$ cat src/rtl/pipe_ctrl_unit_pkg.sv
// Shared control-path types for the pipelined RV32IM core:
// opcodes, ALU/MD encodings, per-stage control words.
package ctrl_pkg;

    localparam logic [6:0] OP_LOAD   = 7'b0000011;
    localparam logic [6:0] OP_IMM    = 7'b0010011;
    localparam logic [6:0] OP_AUIPC  = 7'b0010111;
    localparam logic [6:0] OP_STORE  = 7'b0100011;
    localparam logic [6:0] OP_R      = 7'b0110011;
    localparam logic [6:0] OP_LUI    = 7'b0110111;
    localparam logic [6:0] OP_BRANCH = 7'b1100011;
    localparam logic [6:0] OP_JALR   = 7'b1100111;
    localparam logic [6:0] OP_JAL    = 7'b1101111;

    localparam logic [4:0] ALU_ADD    = 5'd0;
    localparam logic [4:0] ALU_SUB    = 5'd1;
    localparam logic [4:0] ALU_AND    = 5'd2;
    localparam logic [4:0] ALU_OR     = 5'd3;
    localparam logic [4:0] ALU_XOR    = 5'd4;
    localparam logic [4:0] ALU_SLT    = 5'd5;
    localparam logic [4:0] ALU_SLTU   = 5'd6;
    localparam logic [4:0] ALU_SLL    = 5'd7;
    localparam logic [4:0] ALU_SRL    = 5'd8;
    localparam logic [4:0] ALU_SRA    = 5'd9;
    localparam logic [4:0] ALU_LUI    = 5'd10;
    // M-ext codes are {2'b10, funct3}
    localparam logic [4:0] ALU_MUL    = 5'd16;
    localparam logic [4:0] ALU_MULH   = 5'd17;
    localparam logic [4:0] ALU_MULHSU = 5'd18;
    localparam logic [4:0] ALU_MULHU  = 5'd19;
    localparam logic [4:0] ALU_DIV    = 5'd20;
    localparam logic [4:0] ALU_DIVU   = 5'd21;
    localparam logic [4:0] ALU_REM    = 5'd22;
    localparam logic [4:0] ALU_REMU   = 5'd23;

    localparam logic [2:0] IMM_I = 3'd0;
    localparam logic [2:0] IMM_S = 3'd1;
    localparam logic [2:0] IMM_B = 3'd2;
    localparam logic [2:0] IMM_J = 3'd3;
    localparam logic [2:0] IMM_U = 3'd4;

    localparam logic [1:0] RES_ALU = 2'd0;
    localparam logic [1:0] RES_MEM = 2'd1;
    localparam logic [1:0] RES_PC4 = 2'd2;

    typedef enum logic {
        MD_IDLE,
        MD_BUSY
    } md_state_t;

    typedef struct packed {
        logic       reg_write;
        logic [1:0] result_src;
        logic       mem_write;
        logic       jump;
        logic       branch;
        logic [4:0] alu_ctrl;
        logic       alu_src;
        logic       alu_src_a;
        logic       md_op;
        logic       md_div;
    } ctrl_word_t;

    typedef struct packed {
        logic       reg_write;
        logic [1:0] result_src;
        logic       mem_write;
    } m_word_t;

    typedef struct packed {
        logic       reg_write;
        logic [1:0] result_src;
    } w_word_t;

    localparam ctrl_word_t BUBBLE   = '0;
    localparam m_word_t    M_BUBBLE = '0;
    localparam w_word_t    W_BUBBLE = '0;

    function automatic logic [4:0] alu_base(
        input logic [2:0] f3,
        input logic       alt
    );
        logic [4:0] v;
        v = ALU_ADD;
        case (f3)
            3'b000:  v = alt ? ALU_SUB : ALU_ADD;
            3'b001:  v = ALU_SLL;
            3'b010:  v = ALU_SLT;
            3'b011:  v = ALU_SLTU;
            3'b100:  v = ALU_XOR;
            3'b101:  v = alt ? ALU_SRA : ALU_SRL;
            3'b110:  v = ALU_OR;
            default: v = ALU_AND;
        endcase
        return v;
    endfunction

endpackage

$ cat src/rtl/pipe_ctrl_unit_if.sv
// Decode inputs, hazard controls and per-stage control
// outputs of the pipelined control unit.
interface pipe_ctrl_unit_if #(
    parameter int ALUCTRL_W = 5
);
    logic [6:0]           op;
    logic [2:0]           funct3;
    logic                 funct7_5;
    logic                 funct7_0;
    logic                 StallD;
    logic                 FlushE;
    logic [2:0]           ImmSrcD;
    logic [ALUCTRL_W-1:0] ALUControlE;
    logic                 ALUSrcE;
    logic                 ALUSrcAE;
    logic                 BranchE;
    logic                 JumpE;
    logic                 RegWriteE;
    logic                 MemWriteE;
    logic                 MemWriteM;
    logic [1:0]           ResultSrcM;
    logic                 RegWriteM;
    logic [1:0]           ResultSrcW;
    logic                 RegWriteW;
    logic                 MdStart;
    logic                 StallMd;

    modport master (
        output op, funct3, funct7_5, funct7_0, StallD, FlushE,
        input  ImmSrcD, ALUControlE, ALUSrcE, ALUSrcAE,
        input  BranchE, JumpE, RegWriteE, MemWriteE,
        input  MemWriteM, ResultSrcM, RegWriteM,
        input  ResultSrcW, RegWriteW, MdStart, StallMd
    );

    modport slave (
        input  op, funct3, funct7_5, funct7_0, StallD, FlushE,
        output ImmSrcD, ALUControlE, ALUSrcE, ALUSrcAE,
        output BranchE, JumpE, RegWriteE, MemWriteE,
        output MemWriteM, ResultSrcM, RegWriteM,
        output ResultSrcW, RegWriteW, MdStart, StallMd
    );
endinterface

$ cat src/rtl/pipe_ctrl_unit_decode.sv
// Combinational Decode-stage control: opcode/funct to
// control word and immediate select.
module ctrl_decode
    import ctrl_pkg::*;
(
    input  logic [6:0] i_op,
    input  logic [2:0] i_funct3,
    input  logic       i_funct7_5,
    input  logic       i_funct7_0,
    output ctrl_word_t o_ctrl,
    output logic [2:0] o_imm_src
);
    logic w_sra_i;

    assign w_sra_i = (i_funct3 == 3'b101) & i_funct7_5;

    // One arm per instruction class; unknown opcodes stay a bubble
    always_comb begin
        o_ctrl    = BUBBLE;
        o_imm_src = IMM_I;
        unique case (1'b1)
            (i_op == OP_R): begin
                o_ctrl.reg_write = 1'b1;
                if (i_funct7_0) begin
                    o_ctrl.alu_ctrl = {2'b10, i_funct3};
                    o_ctrl.md_op    = 1'b1;
                    o_ctrl.md_div   = i_funct3[2];
                end else begin
                    o_ctrl.alu_ctrl = alu_base(i_funct3, i_funct7_5);
                end
            end
            (i_op == OP_IMM): begin
                o_ctrl.reg_write = 1'b1;
                o_ctrl.alu_src   = 1'b1;
                o_ctrl.alu_ctrl  = alu_base(i_funct3, w_sra_i);
            end
            (i_op == OP_LOAD): begin
                o_ctrl.reg_write  = 1'b1;
                o_ctrl.result_src = RES_MEM;
                o_ctrl.alu_src    = 1'b1;
            end
            (i_op == OP_STORE): begin
                o_ctrl.mem_write = 1'b1;
                o_ctrl.alu_src   = 1'b1;
                o_imm_src        = IMM_S;
            end
            (i_op == OP_BRANCH): begin
                o_ctrl.branch   = 1'b1;
                o_ctrl.alu_ctrl = ALU_SUB;
                o_imm_src       = IMM_B;
            end
            (i_op == OP_JAL): begin
                o_ctrl.reg_write  = 1'b1;
                o_ctrl.result_src = RES_PC4;
                o_ctrl.jump       = 1'b1;
                o_ctrl.alu_src    = 1'b1;
                o_ctrl.alu_src_a  = 1'b1;
                o_imm_src         = IMM_J;
            end
            (i_op == OP_JALR): begin
                o_ctrl.reg_write  = 1'b1;
                o_ctrl.result_src = RES_PC4;
                o_ctrl.jump       = 1'b1;
                o_ctrl.alu_src    = 1'b1;
            end
            (i_op == OP_LUI): begin
                o_ctrl.reg_write = 1'b1;
                o_ctrl.alu_src   = 1'b1;
                o_ctrl.alu_ctrl  = ALU_LUI;
                o_imm_src        = IMM_U;
            end
            (i_op == OP_AUIPC): begin
                o_ctrl.reg_write = 1'b1;
                o_ctrl.alu_src   = 1'b1;
                o_ctrl.alu_src_a = 1'b1;
                o_imm_src        = IMM_U;
            end
            default: ;
        endcase
    end
endmodule

$ cat src/rtl/pipe_ctrl_unit.sv
// Pipelined RV32IM control: D/E, E/M, M/W control registers
// and the multi-cycle MUL/DIV sequencer in Execute.
module pipe_ctrl_unit
    import ctrl_pkg::*;
#(
    parameter int MUL_CYCLES = 1,
    parameter int DIV_CYCLES = 8,
    parameter int ALUCTRL_W  = 5
) (
    input logic             clk,
    input logic             rst,
    pipe_ctrl_unit_if.slave bus
);
    localparam int MAXC  = (MUL_CYCLES > DIV_CYCLES) ?
                           MUL_CYCLES : DIV_CYCLES;
    localparam int CNT_W = (MAXC > 1) ? $clog2(MAXC) : 1;

    ctrl_word_t       w_dec;
    logic [2:0]       w_imm;
    ctrl_word_t       r_e;
    m_word_t          r_m;
    w_word_t          r_w;
    md_state_t        r_state;
    md_state_t        w_state_nx;
    logic [CNT_W-1:0] r_cnt;
    logic [CNT_W-1:0] w_cnt_nx;
    logic [CNT_W-1:0] w_load;
    logic             w_multi;
    logic             w_stall;
    logic             w_start;

    ctrl_decode u_dec (
        .i_op      (bus.op),
        .i_funct3  (bus.funct3),
        .i_funct7_5(bus.funct7_5),
        .i_funct7_0(bus.funct7_0),
        .o_ctrl    (w_dec),
        .o_imm_src (w_imm)
    );

    assign w_multi = r_e.md_div ? (DIV_CYCLES > 1) : (MUL_CYCLES > 1);
    assign w_load  = r_e.md_div ? CNT_W'(DIV_CYCLES - 2)
                                : CNT_W'(MUL_CYCLES - 2);

    // MD sequencer next state, countdown and front-end freeze
    always_comb begin
        w_state_nx = r_state;
        w_cnt_nx   = r_cnt;
        w_stall    = 1'b0;
        w_start    = 1'b0;
        unique case (r_state)
            MD_IDLE: begin
                if (r_e.md_op) begin
                    w_start = 1'b1;
                    if (w_multi) begin
                        w_stall    = 1'b1;
                        w_state_nx = MD_BUSY;
                        w_cnt_nx   = w_load;
                    end
                end
            end
            MD_BUSY: begin
                if (r_cnt == '0) begin
                    w_state_nx = MD_IDLE;
                end else begin
                    w_stall  = 1'b1;
                    w_cnt_nx = r_cnt - CNT_W'(1);
                end
            end
            default: w_state_nx = MD_IDLE;
        endcase
    end

    // MD sequencer state register
    always_ff @(posedge clk) begin
        if (rst) begin
            r_state <= MD_IDLE;
            r_cnt   <= '0;
        end else begin
            r_state <= w_state_nx;
            r_cnt   <= w_cnt_nx;
        end
    end

    // D->E: an in-flight M op holds E ahead of flush/stall
    always_ff @(posedge clk) begin
        if (rst) begin
            r_e <= BUBBLE;
        end else if (w_stall) begin
            r_e <= r_e;
        end else if (bus.FlushE || bus.StallD) begin
            r_e <= BUBBLE;
        end else begin
            r_e <= w_dec;
        end
    end

    // E->M and M->W: bubble into M while E is occupied
    always_ff @(posedge clk) begin
        if (rst || w_stall) begin
            r_m <= M_BUBBLE;
        end else begin
            r_m <= '{r_e.reg_write, r_e.result_src, r_e.mem_write};
        end
        if (rst) begin
            r_w <= W_BUBBLE;
        end else begin
            r_w <= '{r_m.reg_write, r_m.result_src};
        end
    end

    assign bus.ImmSrcD     = w_imm;
    assign bus.ALUControlE = ALUCTRL_W'(r_e.alu_ctrl);
    assign bus.ALUSrcE     = r_e.alu_src;
    assign bus.ALUSrcAE    = r_e.alu_src_a;
    assign bus.BranchE     = r_e.branch;
    assign bus.JumpE       = r_e.jump;
    assign bus.RegWriteE   = r_e.reg_write;
    assign bus.MemWriteE   = r_e.mem_write;
    assign bus.MemWriteM   = r_m.mem_write;
    assign bus.ResultSrcM  = r_m.result_src;
    assign bus.RegWriteM   = r_m.reg_write;
    assign bus.ResultSrcW  = r_w.result_src;
    assign bus.RegWriteW   = r_w.reg_write;
    assign bus.MdStart     = w_start;
    assign bus.StallMd     = w_stall;
endmodule

$ cat src/flat_wrapper.sv
// flat-port wrapper written by rule: the top's interface ports become plain ports
module pipe_ctrl_unit_flat import ctrl_pkg::*;
#(
    parameter int MUL_CYCLES = 1,
    parameter int DIV_CYCLES = 8,
    parameter int ALUCTRL_W  = 5
)
  (clk, rst, bus_op, bus_funct3, bus_funct7_5, bus_funct7_0, bus_StallD, bus_FlushE, bus_ImmSrcD, bus_ALUControlE, bus_ALUSrcE, bus_ALUSrcAE, bus_BranchE, bus_JumpE, bus_RegWriteE, bus_MemWriteE, bus_MemWriteM, bus_ResultSrcM, bus_RegWriteM, bus_ResultSrcW, bus_RegWriteW, bus_MdStart, bus_StallMd);
  pipe_ctrl_unit_if #(.ALUCTRL_W(ALUCTRL_W)) bus_i ();
  input logic clk;
  input logic rst;
  input wire logic [$bits(bus_i.op)-1:0] bus_op;
  input wire logic [$bits(bus_i.funct3)-1:0] bus_funct3;
  input wire logic [$bits(bus_i.funct7_5)-1:0] bus_funct7_5;
  input wire logic [$bits(bus_i.funct7_0)-1:0] bus_funct7_0;
  input wire logic [$bits(bus_i.StallD)-1:0] bus_StallD;
  input wire logic [$bits(bus_i.FlushE)-1:0] bus_FlushE;
  output wire logic [$bits(bus_i.ImmSrcD)-1:0] bus_ImmSrcD;
  output wire logic [$bits(bus_i.ALUControlE)-1:0] bus_ALUControlE;
  output wire logic [$bits(bus_i.ALUSrcE)-1:0] bus_ALUSrcE;
  output wire logic [$bits(bus_i.ALUSrcAE)-1:0] bus_ALUSrcAE;
  output wire logic [$bits(bus_i.BranchE)-1:0] bus_BranchE;
  output wire logic [$bits(bus_i.JumpE)-1:0] bus_JumpE;
  output wire logic [$bits(bus_i.RegWriteE)-1:0] bus_RegWriteE;
  output wire logic [$bits(bus_i.MemWriteE)-1:0] bus_MemWriteE;
  output wire logic [$bits(bus_i.MemWriteM)-1:0] bus_MemWriteM;
  output wire logic [$bits(bus_i.ResultSrcM)-1:0] bus_ResultSrcM;
  output wire logic [$bits(bus_i.RegWriteM)-1:0] bus_RegWriteM;
  output wire logic [$bits(bus_i.ResultSrcW)-1:0] bus_ResultSrcW;
  output wire logic [$bits(bus_i.RegWriteW)-1:0] bus_RegWriteW;
  output wire logic [$bits(bus_i.MdStart)-1:0] bus_MdStart;
  output wire logic [$bits(bus_i.StallMd)-1:0] bus_StallMd;
  assign bus_i.op = bus_op;
  assign bus_i.funct3 = bus_funct3;
  assign bus_i.funct7_5 = bus_funct7_5;
  assign bus_i.funct7_0 = bus_funct7_0;
  assign bus_i.StallD = bus_StallD;
  assign bus_i.FlushE = bus_FlushE;
  assign bus_ImmSrcD = bus_i.ImmSrcD;
  assign bus_ALUControlE = bus_i.ALUControlE;
  assign bus_ALUSrcE = bus_i.ALUSrcE;
  assign bus_ALUSrcAE = bus_i.ALUSrcAE;
  assign bus_BranchE = bus_i.BranchE;
  assign bus_JumpE = bus_i.JumpE;
  assign bus_RegWriteE = bus_i.RegWriteE;
  assign bus_MemWriteE = bus_i.MemWriteE;
  assign bus_MemWriteM = bus_i.MemWriteM;
  assign bus_ResultSrcM = bus_i.ResultSrcM;
  assign bus_RegWriteM = bus_i.RegWriteM;
  assign bus_ResultSrcW = bus_i.ResultSrcW;
  assign bus_RegWriteW = bus_i.RegWriteW;
  assign bus_MdStart = bus_i.MdStart;
  assign bus_StallMd = bus_i.StallMd;
  pipe_ctrl_unit #(.MUL_CYCLES(MUL_CYCLES), .DIV_CYCLES(DIV_CYCLES), .ALUCTRL_W(ALUCTRL_W)) u_core (.clk(clk), .rst(rst), .bus(bus_i));
endmodule
$ cat config.mk
export PLATFORM = sky130hd
export DESIGN_NAME = pipe_ctrl_unit_flat
export DESIGN_NICKNAME = d
export VERILOG_FILES = /design/src/rtl/pipe_ctrl_unit_pkg.sv /design/src/rtl/pipe_ctrl_unit_if.sv /design/src/rtl/pipe_ctrl_unit_decode.sv /design/src/rtl/pipe_ctrl_unit.sv /design/src/flat_wrapper.sv
export SDC_FILE = /design/constraint.sdc
export NUM_CORES = 1
export LEC_CHECK = 0
export CAP_MARGIN = 25
export CORE_ASPECT_RATIO = 1.2
export CORE_MARGIN = 3
export CORE_UTILIZATION = 40
export DETAILED_ROUTE_END_ITERATION = 6
export PLACE_DENSITY = 0.7
export SKIP_CTS_REPAIR_TIMING = 1
export SLEW_MARGIN = 0
export SYNTH_ARGS = -nofsm -noshare
export SYNTH_HDL_FRONTEND = slang
export SYNTH_SLANG_ARGS = --single-unit
export TNS_END_PERCENT = 5
$ cat constraint.sdc
create_clock -name clk -period 2.9 [get_ports clk]
set_input_delay 0.58 -clock clk [delete_from_list [all_inputs] [get_ports clk]]
set_output_delay 0.58 -clock clk [all_outputs]
set_load 0.01 [all_outputs]
# Word level (Yosys, flattened, before mapping)
# Cells that the tools add are included.
# Widths: inputs -> output; s select.
# word_totals
regBits	26
input_bits	16
output_inout_bits	23
word_cells	79
# classes
n_addsub	1
n_eq_ne	18
mux	31
bitwise	2
n_reduce_logical	10
# ops
op	count
$pmux 4 s7	2
$eq 7x6->1 const B	3
$eq 7x7->1 const B	3
$pmux 5 s4	1
$mux 1	17
$mux 15	1
$eq 7x5->1 const B	2
$reduce_or 7->1	2
$pmux 3 s4	1
$eq 3x3->1 const B	3
$mux 3	3
$eq 7x2->1 const B	1
$eq 3x2->1 const B	2
$logic_not 3->1	2
$pmux 3 s2	1
$reduce_or 2->1	3
$mux 5	1
$mux 2	2
$ne 2x1->1 const B	2
$pmux 2 s2	1
$eq 3x1->1 const B	1
$reduce_and 3->1	1
$sub 3x1->3 const B	1
$logic_or 1x1->1	2
4 further kinds	4

# Logic depth before layout (Yosys ltp)
# Gate-level depths: netlist of run 1.
# logic_depth
word_depth	6
ltp_mapped	7
mapped_depth_nobuf	6

# Cells and area by module
# From an unflattened synthesis of run 1, not the netlist that was laid out.
# unflattened
cells_unflattened	162
hier_area_um2	1403.8
# by_module_without_submodules
mod	instances	cells_each	area_each_um2	seq_area_each_um2
pipe_ctrl_unit	1	105	1056.0	520.5
ctrl_decode	1	57	347.8	0.0

# Worst setup path before layout of run 1
# No wires, ideal clock.
# synth_timing
path_kind	input to output
from	input bus_op[4]
to	output bus_ImmSrcD[0]
t_arrival_ns	1.221
required_ns	2.320
slack_ns	1.099
path_stages	4
n_path_buf	1
path_cell_list	buf_2 -> and4b_1 -> nand3_1 -> nand2_1
# synth_via
elab_chain_len	3
elab_cells_between_ends	7
cone_classes	eq/ne (5); mux (1); reduce/logical (1)
# synth_lines
element	line	rtl
from (decl)	flat_wrapper.sv:12	input wire logic [$bits(bus_i.op)-1:0] bus_op;
$eq 7x6->1 / $eq 7x5->1 (equally long branches)	pipe_ctrl_unit_decode.sv:66, pipe_ctrl_unit_decode.sv:72	
$reduce_or 2->1 (no line)	--	
$pmux 3 s4 *	pipe_ctrl_unit_decode.sv:21	unique case (1'b1)
to (decl)	flat_wrapper.sv:18	output wire logic [$bits(bus_i.ImmSrcD)-1:0] bus_ImmSrcD;
# Every way passes the cells marked *; elsewhere a longest branch is shown, timed or not.

# Final worst setup path of run 1
# layout_timing
from	input bus_op[5]
to	output bus_ImmSrcD[0]
# The elaborated chain is that of the path after synthesis.

==> results of run 1 <==
[per-stage QoR]
| stage | power (mW) | util, % |
|---|---|---|
| after floorplan | 0.372 | - |
| after global placement | 0.409 | 57.0 |
| after detailed placement | 0.410 | 57.0 |
| after CTS | 0.580 | 58.2 |
| after global routing | 0.598 | 58.2 |
| final | 0.576 | 58.2 |
[worst paths after layout]
check	to	slack [ns]	cells after the start
max	bus_ImmSrcD[0]	0.14	5
min	u_core.bus.ALUControlE[2]	0.45	2
max reg2reg	u_core.bus.ALUControlE[1]	1.27	5
min reg2reg	u_core.bus.ALUControlE[2]	0.45	2
[metal layers]
| layer | track usage, % | vias up | part of all wire, % |
|---|---|---|---|
| met5 | 0 | - | 0 |
| met4 | 5.34 | 0 | 0.81 |
| met3 | 1.95 | 2 | 6.2 |
| met2 | 25.4 | 40 | 50 |
| met1 | 15.1 | 483 | 43 |
| li1 | - | 555 | - |
[flip-flops by register name (all words and copies together) (netlist names), 2 cells and up]
name and cells:
u_core.r_e 4, u_core.bus.ALUControlE 4, u_core.r_cnt 3, u_core.bus.ResultSrcM 2
u_core.bus.ResultSrcW 2
[power by group]
part / leakage, nW / internal (mW) / total, mW / switching (mW)
clock: 0.0210 / 0.0766 / 0.172 / 0.0959
combinational: 0.382 / 0.0391 / 0.0731 / 0.0340
sequential: 0.193 / 0.330 / 0.330 / 0.000208
[layout by cell type (no fill, tap or decap), types with 2 or more instances in the layout]
| cell | instances |
|---|---|
| o21ai_1 | 10 |
| inv_1 | 4 |
| nand3_1 | 5 |
| and2_1 | 5 |
| nand2b_1 | 3 |
| nor2_1 | 4 |
| a21oi_1 | 8 |
| clkbuf_4 | 3 |
| o21a_1 | 2 |
| dfxtp_1 | 24 |
| clkdlybuf4s50_1 | 38 |
| nand2_1 | 17 |
| nor2b_1 | 5 |
| a22o_1 | 4 |
| ha_1 | 2 |
| buf_4 | 6 |
| nand3b_1 | 2 |
| nor3_1 | 2 |
[cell families after synthesis]
kind of cell,count (synthesis),share of synthesized area [%]
AOI/OAI and AO/OA,34,19.5
and+or+nand+nor,56,28.6
DFF,24,39.5
muxes,2,1.75
xor gates and xnor gates,2,1.44
buffers and inverters,15,7.10
adders and majority gates,2,2.06
[worst min-delay path, cell delays in order (launching register included)]
cell and delay, ns:
dfxtp_1 0.33, nand2_1 0.05, o21ai_1 0.05
[final cells by class]
class | count | area, µm² | area share (%)
Inverter | 5 | 18.8 | 1.14
Tap cell | 34 | 42.5 | 2.57
Sequential cell | 24 | 480 | 29.1
Multi-Input combinational cell | 96 | 649 | 39.3
Clock buffer | 4 | 36.3 | 2.20
Timing Repair Buffer | 44 | 425 | 25.7
==> results.yml, run 1 <==
run_status:
  run_status: "finished, final reports clean"
logic_synthesis:
  synthTopCellsByCount: "dfxtp_1 (24), nand2_1 (17), o21ai_1 (10)"
  yosys_most_used_dff: "dfxtp_1"
  synthTopCellsByArea: "dfxtp_1 (40%), nand2_1 (5.2%), buf_4 (4.3%)"
  synth.most_common_cell: "dfxtp_1"
  syn_nets: 153
  synth_warnings: 0
  yosysUniqueCellTypes: 45
  yosysSeqAreaShare_pct: 39.5
  syn_avg_cell_area_um2: 9.01
  synth_largest_area_cell: "dfxtp_1"
  ys_seq_elements: 24
  synth_top_cell_area_share_pct: 39.5
  synthArstFlopShare_pct: 0
  syn_inst: 135
  syn_area_mm2: 0.00122
  synth-edff-count: 0
timing:
  timing.slew.headroom_pct: 61.9
  slew_violations: 0
  period_needed_ns: 2.76
  finClkSkew_ns: 0.00508
  setup-tns-final_ns: 0
  finalHoldViolCount: 0
  tightest_slew_ns: 0.572
  layout_setup_ws_ns: 0.143
  rsz0062_at_grt: "no"
  fin_crit_sh_pct: 95.1
  setup_viol: 0
  holdWs_ns: 0.455
  clock.fmax_ghz: 0.363
worst_setup_path:
  path_buf_inv: 2
  path_class: "primary input to output port"
  critPathTopFamily: "buffers and inverters"
  cp.arrival_ns: 2.18
  path_max_fanout: 5
  crit_required_ns: 2.32
  crit_path_frequent_cell: "clkdlybuf4s50_1"
  crit_slowest_cell: "clkdlybuf4s50_1"
  slowest_delay_ns: 0.59
  timing.rr.start: "u_core.r_cnt[0]"
  critPathLaunch: "bus_op[5]"
  end_kind: "output port"
  worstPathCellList: "clkdlybuf4s50_1, and4b_1, nand3_1, nand2_1, clkdlybuf4s50_1"
  cp-start-kind: "primary input"
placed_design:
  portBuffers: 38
  place_area_mm2: 0.00162
  placed_cells: 203
  hpwl_um: 2050
  globalplace.congestion: 0.789
  dpl_worst_slack_ns: 0.149
global_routing:
  grt_pass1_vias: 1026
  grt_overflow: 0
  grt_max_degree: 15
  antenna_found_initial: 0
  grt_pass1_wl_um: 4080
  gr-usage-all-layers_pct: 13.5
cells_and_area:
  syn_to_final_growth_pct: 35.9
  instances_no_fill: 207
  layout-drive-gt1-share_pct: 10.4
  nFillCells: 275
  final_area_mm2: 0.00165
  num_antenna_cells: 0
  fin_nets: 192
floorplan:
  die_x_um: 56.3
  io_pins: 39
  fp-row-count: 21
  die-area_mm2: 0.00374
  die_height_um: 66.4
  start_util_pct: 42.9
  fp.coreArea_mm2: 0.00284
drt:
  firstDrtPassIters: 4
  drcViolationCount: 0
  avgRoutedWirePerCell_um: 12.5
  final_antenna_net_count: 0
  drt_first_iter_violations: 25
  vias: 1080
  drt_wl_total_um: 2580
  avgViaCountPerCell: 5.22
cts:
  cts_buffers: 3
  worstSkewPairLatency_ns: 0.31
  clk_path_buf_depth: 2
  cts.sinks: 24
  htree_levels: 1
  clockRootBuffer: "clkbuf_4"
  cts_tree: "yes"
  clk_pin_slew_worst_paths_ns: 0.13
worst_hold_path:
  hold_start: "u_core.bus.ALUControlE[2]"
  hold_class: "flop to flop"
power:
  p_leak_nw: 0.596
  ir_drop_mv: 0.222
  p_per_area_mw_per_mm2: 348
run:
  maxCapViolCount: 0
Note: power is estimated with default switching activity, not from simulation.
==> run 2, diff against run 1 <==
--- a/config.mk
+++ b/config.mk
@@ -9,6 +9,7 @@
 export CORE_ASPECT_RATIO = 1.2
 export CORE_MARGIN = 3
 export CORE_UTILIZATION = 40
+export CTS_BUF_LIST = sky130_fd_sc_hd__clkbuf_16
 export DETAILED_ROUTE_END_ITERATION = 6
 export PLACE_DENSITY = 0.7
 export SKIP_CTS_REPAIR_TIMING = 1
@@ -16,4 +17,3 @@
 export SYNTH_ARGS = -nofsm -noshare
 export SYNTH_HDL_FRONTEND = slang
 export SYNTH_SLANG_ARGS = --single-unit
-export TNS_END_PERCENT = 5
==> run 2 against run 1 <==
  * Critical path depth unchanged
  * Core utilization increased by 1.5 points
  * Total power increased by 22%
  * Worst setup slack improved by 0.0062 ns
  * Critical path type unchanged
  * Largest cell class unchanged
  * Largest power group unchanged
  * Highest routed layer unchanged
==> results.yml, run 2 (synthesis results as in run 1) <==
run_status:
  run_status: "finished, final reports clean"
global_routing:
  grt_pass1_vias: 1028
  grt_pass1_wl_um: 4130
  gr-usage-all-layers_pct: 14.0
  grt_overflow: 0
  grt_max_degree: 15
  antenna_found_initial: 0
cells_and_area:
  nFillCells: 273
  multi_input_area_um2: 649
  layout_commonest_cell: "clkdlybuf4s50_1"
  final_cell_mix: "clkdlybuf4s50_1 (38), dfxtp_1 (24), nand2_1 (17), o21ai_1 (10), a21oi_1 (8)"
  regArea_um2: 480
  layout-drive-gt1-share_pct: 9.83
  num_antenna_cells: 0
  syn_to_final_growth_pct: 39.4
  fin_nets: 192
  final_area_mm2: 0.00170
  fin_util_pct: 59.7
floorplan:
  die_x_um: 56.3
  die-area_mm2: 0.00374
  fp-row-count: 21
  io_pins: 39
  start_util_pct: 42.9
  die_height_um: 66.4
  fp.coreArea_mm2: 0.00284
timing:
  setup_viol: 0
  timing.slew.headroom_pct: 61.6
  finClkSkew_ns: 0.00301
  clock.fmax_ghz: 0.364
  slew_violations: 0
  fin_crit_sh_pct: 94.9
  period_needed_ns: 2.75
  holdWs_ns: 0.445
  setup-tns-final_ns: 0
  tightest_slew_ns: 0.575
  rsz0062_at_grt: "no"
  finalHoldViolCount: 0
worst_setup_path:
  timing.rr.start: "u_core.r_cnt[0]"
  crit_required_ns: 2.32
  cp-start-kind: "primary input"
  end_kind: "output port"
  critPathLaunch: "bus_op[5]"
  path_max_fanout: 5
  reg2reg_slack_ns: 1.28
  crit_end: "bus_ImmSrcD[0]"
  cp.arrival_ns: 2.17
  path_class: "primary input to output port"
  reg2reg_depth: 5
  r2r_end: "u_core.bus.ALUControlE[1]"
drt:
  final_antenna_net_count: 0
  avgViaCountPerCell: 5.15
  drcViolationCount: 0
  firstDrtPassIters: 4
  drt_first_iter_violations: 21
  drt_wl_total_um: 2600
  vias: 1066
  avgRoutedWirePerCell_um: 12.6
cts:
  cts_tree: "yes"
  worstSkewPairLatency_ns: 0.26
  clk_pin_slew_worst_paths_ns: 0.06
  cts_buffers: 3
  clk_path_buf_depth: 2
  htree_levels: 1
  cts.sinks: 24
  clockRootBuffer: "clkbuf_16"
power:
  ir_drop_mv: 0.268
  p_leak_nw: 0.614
  p_per_area_mw_per_mm2: 414
worst_hold_path:
  hold_class: "flop to flop"
placed_design:
  place_area_mm2: 0.00162
  portBuffers: 38
  globalplace.congestion: 0.789
  hpwl_um: 2050
run:
  maxCapViolCount: 0
-- run 2: changes by cell type in the layout (fill, tap and decap cells not counted), sizes merged --
cell,change
clkbuf,-1
clkinv,+1
-- run 2: layer usage --
metal	GRT usage, %	wire [µm]	vias up
met4	8.01	61	0
li1	-	-	556
met5	0	0	-
met2	25.4	1240	38
met3	2.54	161	5
met1	15.2	1130	467
-- run 2: layout make-up --
| class | count | area share (%) |
|---|---|---|
| timing repair buffer | 44 | 25.1 |
| tap | 34 | 2.51 |
| inverter | 5 | 1.11 |
| multi-input combinational | 96 | 38.3 |
| sequential | 24 | 28.3 |
| clock buffer | 3 | 4.43 |
| clock inverter | 1 | 0.221 |
-- run 2: critical path, cell delays in order --
cell and delay, ns:
clkdlybuf4s50_1 0.58, and4b_1 0.29, nand3_1 0.11, nand2_1 0.07, clkdlybuf4s50_1 0.53
-- run 2: where the power goes --
| group | switching, mW | internal, mW | total, mW |
|---|---|---|---|
| logic | 0.0338 | 0.0391 | 0.0728 |
| clock network | 0.114 | 0.184 | 0.298 |
| registers | 0.000206 | 0.330 | 0.330 |
-- run 2: stage by stage --
stage | power, mW | setup WS, ns | std cells
finish | 0.701 | 0.149 | 207
global route | 0.725 | 0.0268 | 207
CTS | 0.707 | 0.149 | 207
detailed placement | 0.410 | 0.149 | 203
global placement | 0.409 | 0.184 | 203
floorplan | 0.372 | 1.10 | 135
-- run 2: how the worst min path moves through the flow --
stage                         startpoint                   endpoint  slack [ns]  depth (start not counted)
3_3_place_gp              u_core.r_e[12]             u_core.r_e[12]        0.43                          2
6_report       u_core.bus.ALUControlE[2]  u_core.bus.ALUControlE[2]        0.45                          2
3_5_place_dp              u_core.r_e[12]             u_core.r_e[12]        0.44                          2
5_1_grt         u_core.bus.ResultSrcM[1]   u_core.bus.ResultSrcW[1]        0.47                          1
2_1_floorplan             u_core.r_e[12]             u_core.r_e[12]        0.42                          2
4_1_cts        u_core.bus.ALUControlE[2]  u_core.bus.ALUControlE[2]        0.45                          2
==> run 3, diff against run 2 <==
--- a/config.mk
+++ b/config.mk
@@ -17,3 +17,4 @@
 export SYNTH_ARGS = -nofsm -noshare
 export SYNTH_HDL_FRONTEND = slang
 export SYNTH_SLANG_ARGS = --single-unit
+export TNS_END_PERCENT = 1
==> results of run 3 <==
Same layout as run 2: the final DEF is identical, and so are final timing and power.
